--- src/rtl/pulse_sync_mc.sv ---
// Multi-channel toggle-event receiver: per-channel synchroniser, edge detect and
// saturating pending counter, merged round-robin onto one valid/ready port.
// Optional overflow flags when PULSE_SYNC_OVF_EN is defined.
module pulse_sync_mc #(
  parameter int NCH         = 4,
  parameter int SYNC_STAGES = 2,
  parameter int CNT_W       = 3,
  localparam int CH_W       = $clog2(NCH)
) (
  input  logic            clk,
  input  logic            rst,
  input  logic [NCH-1:0]  tgl_in,
  output logic            evt_valid,
  input  logic            evt_ready,
  output logic [CH_W-1:0] evt_ch,
  output logic [NCH-1:0]  pend
`ifdef PULSE_SYNC_OVF_EN
  ,
  input  logic [NCH-1:0]  ovf_clr,
  output logic [NCH-1:0]  ovf
`endif
);

  localparam int              PRIME_W = $clog2(SYNC_STAGES + 2);
  localparam logic [PRIME_W-1:0] PRIME_N = PRIME_W'(SYNC_STAGES + 1);
  localparam logic [CNT_W-1:0]   CNT_MAX = '1;

  logic [NCH-1:0]     w_edge;
  logic [NCH-1:0]     w_nz;
  logic [NCH-1:0]     w_grant;
  logic [PRIME_W-1:0] r_prime;
  logic               w_priming;
  logic               w_free;
  logic               w_gnt_any;
  logic [CH_W-1:0]    w_gnt_idx;
  logic [CH_W-1:0]    r_ptr;
  logic               r_evt_valid;
  logic [CH_W-1:0]    r_evt_ch;

  // Edges are masked until the synchronisers hold post-reset input levels.
  assign w_priming = (r_prime != PRIME_N);
  assign w_free    = !r_evt_valid || evt_ready;

  genvar gi;
  generate
    for (gi = 0; gi < NCH; gi++) begin : g_ch
      logic [SYNC_STAGES-1:0] r_sync;
      logic                   r_hist;
      logic [CNT_W-1:0]       r_cnt;
      logic [CNT_W-1:0]       w_cnt_next;
      logic                   r_pend;
      logic                   w_s;

      assign w_s         = r_sync[SYNC_STAGES-1];
      assign w_edge[gi]  = (w_s ^ r_hist) & ~w_priming;
      assign w_nz[gi]    = (r_cnt != '0);
      assign w_grant[gi] = w_gnt_any && (w_gnt_idx == CH_W'(gi));
      assign pend[gi]    = r_pend;

      // Simultaneous increment and grant cancel, so a full counter loses nothing.
      always_comb begin
        w_cnt_next = r_cnt;
        if (w_edge[gi] && !w_grant[gi]) begin
          if (r_cnt != CNT_MAX)
            w_cnt_next = r_cnt + CNT_W'(1);
        end else if (!w_edge[gi] && w_grant[gi]) begin
          w_cnt_next = r_cnt - CNT_W'(1);
        end
      end

      always_ff @(posedge clk or posedge rst) begin
        if (rst) begin
          r_sync <= '0;
          r_hist <= 1'b0;
          r_cnt  <= '0;
          r_pend <= 1'b0;
        end else begin
          r_sync <= {r_sync[SYNC_STAGES-2:0], tgl_in[gi]};
          r_hist <= w_s;
          r_cnt  <= w_cnt_next;
          r_pend <= (w_cnt_next != '0);
        end
      end

`ifdef PULSE_SYNC_OVF_EN
      logic r_ovf;
      logic w_drop;
      assign w_drop  = w_edge[gi] && !w_grant[gi] && (r_cnt == CNT_MAX);
      assign ovf[gi] = r_ovf;

      always_ff @(posedge clk or posedge rst) begin
        if (rst)
          r_ovf <= 1'b0;
        else if (w_drop)
          r_ovf <= 1'b1;
        else if (ovf_clr[gi])
          r_ovf <= 1'b0;
      end
`endif
    end
  endgenerate

  // Round-robin search from r_ptr; scanning backwards lets the nearest hit win.
  always_comb begin
    int w_idx;
    w_gnt_any = 1'b0;
    w_gnt_idx = r_ptr;
    w_idx     = 0;
    if (w_free) begin
      for (int k = NCH - 1; k >= 0; k--) begin
        w_idx = (int'(r_ptr) + k) % NCH;
        if (w_nz[w_idx]) begin
          w_gnt_any = 1'b1;
          w_gnt_idx = CH_W'(w_idx);
        end
      end
    end
  end

  always_ff @(posedge clk or posedge rst) begin
    if (rst) begin
      r_prime     <= '0;
      r_ptr       <= '0;
      r_evt_valid <= 1'b0;
      r_evt_ch    <= '0;
    end else begin
      if (w_priming)
        r_prime <= r_prime + PRIME_W'(1);
      if (w_free) begin
        if (w_gnt_any) begin
          r_evt_valid <= 1'b1;
          r_evt_ch    <= w_gnt_idx;
          r_ptr       <= (w_gnt_idx == CH_W'(NCH - 1)) ? '0 : w_gnt_idx + CH_W'(1);
        end else begin
          r_evt_valid <= 1'b0;
        end
      end
    end
  end

  assign evt_valid = r_evt_valid;
  assign evt_ch    = r_evt_ch;

endmodule

--- config.mk ---
export PLATFORM = sky130hd
export DESIGN_NAME = pulse_sync_mc
export DESIGN_NICKNAME = d
export VERILOG_FILES = /design/src/rtl/pulse_sync_mc.sv
export SDC_FILE = /design/constraint.sdc
export NUM_CORES = 1
export LEC_CHECK = 0
export ABC_AREA = 1
export CAP_MARGIN = 20
export CORE_MARGIN = 2
export CORE_UTILIZATION = 45
export CTS_BUF_LIST = sky130_fd_sc_hd__clkbuf_2
export DETAILED_ROUTE_END_ITERATION = 8
export GPL_ROUTABILITY_DRIVEN = 1
export MAX_ROUTING_LAYER = met4
export SYNTH_ARGS = -nofsm -noshare
export SYNTH_HDL_FRONTEND = slang
export SYNTH_SLANG_ARGS = --single-unit
--- constraint.sdc ---
create_clock -name clk -period 7.25 [get_ports clk]
set_input_delay 1.45 -clock clk [delete_from_list [all_inputs] [get_ports clk]]
set_output_delay 1.45 -clock clk [all_outputs]
set_load 0.01 [all_outputs]
==> impl_metrics.csv <==
group,metric,value,unit
worst_hold_path,min_to,"g_ch[2].r_sync[1]",
clock_network,clk-insertion-delay-late,0.39,ns
route,wl_met3,120,um
critical_path,cp_max_fo,10,
synthesis,syn_inst,262,
clock_network,cts_buffers,5,
power,vdd_ir_drop_max,0.143,mV
clock_network,clock_path_buffers,2,
critical_path,critical-path-max-stage-delay,0.45,ns
timing,rsz0062_at_grt,"false",
floorplan,core,0.00466,mm^2
route,antenna_left,0,
global_routing,overflow,0,
finish,drive_gt1_frac,0.154,
floorplan,dieArea,0.00535,mm^2
timing,hold_slack,0.375,ns
route,drtPass1Iterations,4,
critical_path,worstSetupPathType,"in2reg",
placement,port_buffers,13,
clock_network,cts-hold-fix-buffers,0,
timing,max-slew-margin-rel,0.556,
clock_network,cts_tree,"built",
clock_network,postCtsSetupRepairBufs,0,
critical_path,arrival,3.70,ns
route,wl_per_cell,11.2,um
global_routing,antenna_found_initial,0,
timing,worstMarginPinSlew,0.661,ns
critical_path,cp-start-kind,"input pin",
critical_path,r2r_start,"g_ch[0].r_cnt[0]",
route,wl_met2,1720,um
timing,skew,0.0135,ns
timing,setup_violations,0,
finish,syn_to_final_growth,9.71,%
route,drc,0,
clock_network,cts.root.buffer_cell,"clkbuf_2",
critical_path,reg2regPathDepth,18,
synthesis,synth-seq-cells,35,
floorplan,die_w,73.1,um
route,wirelength,3730,um
critical_path,r2r-end,"g_ch[2].r_pend",
timing,min_period_over_period,0.470,
critical_path,slowest_stage,"clkdlybuf4s50_1",
worst_hold_path,hold_depth,0,
timing,final_hold_viol_count,0,
finish,fin_nets,302,
timing,fmax,293,MHz
timing,fin_tns_setup,0,ns
global_routing,gr-usage-all-layers,0.167,
power,power_leakage,1.26,nW
synthesis,synth-warning-count,0,
synthesis,syn_area,0.00215,mm^2
timing,period_minus_slack,3.41,ns
critical_path,reg2reg_slack,4.63,ns
power,pwr_density_cell,388,mW/mm^2
placement,hpwl,2830,um
critical_path,worst-path-buf-inv,3,
flow_run,cap_violations,0,
floorplan,fp-row-count,25,
global_routing,grt_max_degree,36,
route,viasPerCell,4.80,
critical_path,end_kind,"flop",
critical_path,cpLargestDelayFamily,"buffers and inverters",
synthesis,synth_fp_nets,286,
clock_network,post_cts_resized,0,
clock_network,path_clk_slew,0.18,ns
route,vias,1599,
clock_network,clock_sinks,35,
finish,n_antenna_cell,0,
floorplan,num_io_pins,14,
synthesis,yosysSeqAreaShare,0.407,
worst_hold_path,holdCritStartpoint,"g_ch[2].r_sync[0]",
status,status,"finished clean",
synthesis,yosysUniqueCellTypes,29,
global_routing,grt_pass1_wl,6480,um
synthesis,synth_area_per_cell,8.21,um^2
route,drt-met1-wl,1800,um
floorplan,initial_core_util,0.461,
clock_network,cts_htree_levels,2,
critical_path,crit_path_frequent_cell,"nand2_1",
worst_hold_path,hold_path_class,"reg2reg",
timing,drv_slew,0,
critical_path,cp.required,7.55,ns
global_routing,grt_pass1_vias,1522,
critical_path,crit_chain,"clkdlybuf4s50_1 -> nor2_1 -> inv_2 -> nand2_1 -> a21oi_1 -> nand3_1 -> xor2_1 -> inv_1 -> ha_1 -> nand3_4 -> nand3_1 -> nand2_1 -> nand2_1 -> nand2_1 -> nand3_1",
route,drtIter0Drc,113,
placement,gp_congestion,0.888,
route,topRoutingLayerUsed,"met4",
floorplan,die_h,73.1,um
-- layout make-up --
class,count,area [um^2]
Clock buffer,5,25.0
Clock inverter,3,20.0
Fill cell,435,2300
Inverter,46,178
Multi-Input combinational cell,176,1060
Sequential cell,35,876
Tap cell,54,67.6
Timing Repair Buffer,14,138
-- registers in the layout, summed over array words and instances (netlist names) --
signal and flops:
g_ch.r_sync 8, evt_ch 2, g_ch.r_hist 4, evt_valid 1
g_ch.r_cnt 12, r_prime 2, r_ptr 2, g_ch.r_pend 4
-- how the worst max path moves through the flow --
stage / end / cells after the start / startpoint / slack (ns)
2_1_floorplan: g_ch[2].r_pend / 14 / evt_ready / 4.14
3_3_place_gp: g_ch[2].r_pend / 15 / evt_ready / 3.48
3_5_place_dp: g_ch[2].r_pend / 15 / evt_ready / 3.44
4_1_cts: g_ch[2].r_pend / 15 / evt_ready / 3.87
5_1_grt: g_ch[0].r_pend / 15 / evt_ready / 3.68
6_report: g_ch[2].r_pend / 15 / evt_ready / 3.84
-- cell usage after synthesis, drive strengths merged --
library cell,n,area share
o21a,1,0.0035
nand4,3,0.017
inv,46,0.083
nand2,78,0.14
ha,17,0.099
o211ai,1,0.0035
xor2,1,0.0041
and2,1,0.0041
dfrtp,35,0.41
nor3,4,0.017
a21oi,1,0.0023
xnor2,1,0.0041
o21ai,11,0.027
nor2,13,0.029
buf,5,0.019
nand3,44,0.14
-- routing by layer --
| metal | GRT usage | up-vias |
|---|---|---|
| met3 | 0.0470 | 8 |
| met5 | - | - |
| li1 | - | 852 |
| met1 | 0.206 | 718 |
| met2 | 0.252 | 21 |
| met4 | 0.0761 | 0 |
-- cell usage in the layout, fill, tap and decap left out, types with 2 or more instances in the layout --
master,instances
nor2_1,10
o21ai_1,2
o21ai_0,8
ha_1,17
clkbuf_2,5
clkdlybuf4s50_1,13
nand2_1,74
inv_2,7
nand3_2,10
nand3_4,2
nand4_2,3
nand2_2,3
clkinvlp_4,2
dfrtp_1,35
nor3_1,2
nand3_1,32
inv_1,38
nor2_2,2
-- where the power goes --
group          switching, mW  leakage, nW  total (mW)  internal, mW
sequential            0.0436        0.385       0.294         0.250
combinational          0.327        0.851       0.528         0.201
clock                 0.0700       0.0250      0.0928        0.0228
-- metrics by stage --
step | area [um^2] | setup slack, ns | cells | power, mW | util
global placement | 2310 | 3.48 | 325 | 0.825 | 0.497
finish | 2360 | 3.84 | 333 | 0.914 | 0.506
detailed placement | 2310 | 3.44 | 325 | 0.828 | 0.497
floorplan | 2150 | 4.14 | 262 | 0.722 | -
CTS | 2360 | 3.87 | 333 | 0.927 | 0.506
global route | 2360 | 3.68 | 333 | 1.02 | 0.506
-- cell families (layout without fill, tap and decap cells) --
logic type / Yosys count / in the layout / share of synthesized area
simple gates: 143 / 143 / 0.347
buf+inv: 51 / 68 / 0.102
flops: 35 / 35 / 0.407
fa+ha+maj: 17 / 17 / 0.0989
compound gates: 14 / 14 / 0.0367
xor+xnor: 2 / 2 / 0.00815
No activity file was read; power rests on OpenSTA's default activity.
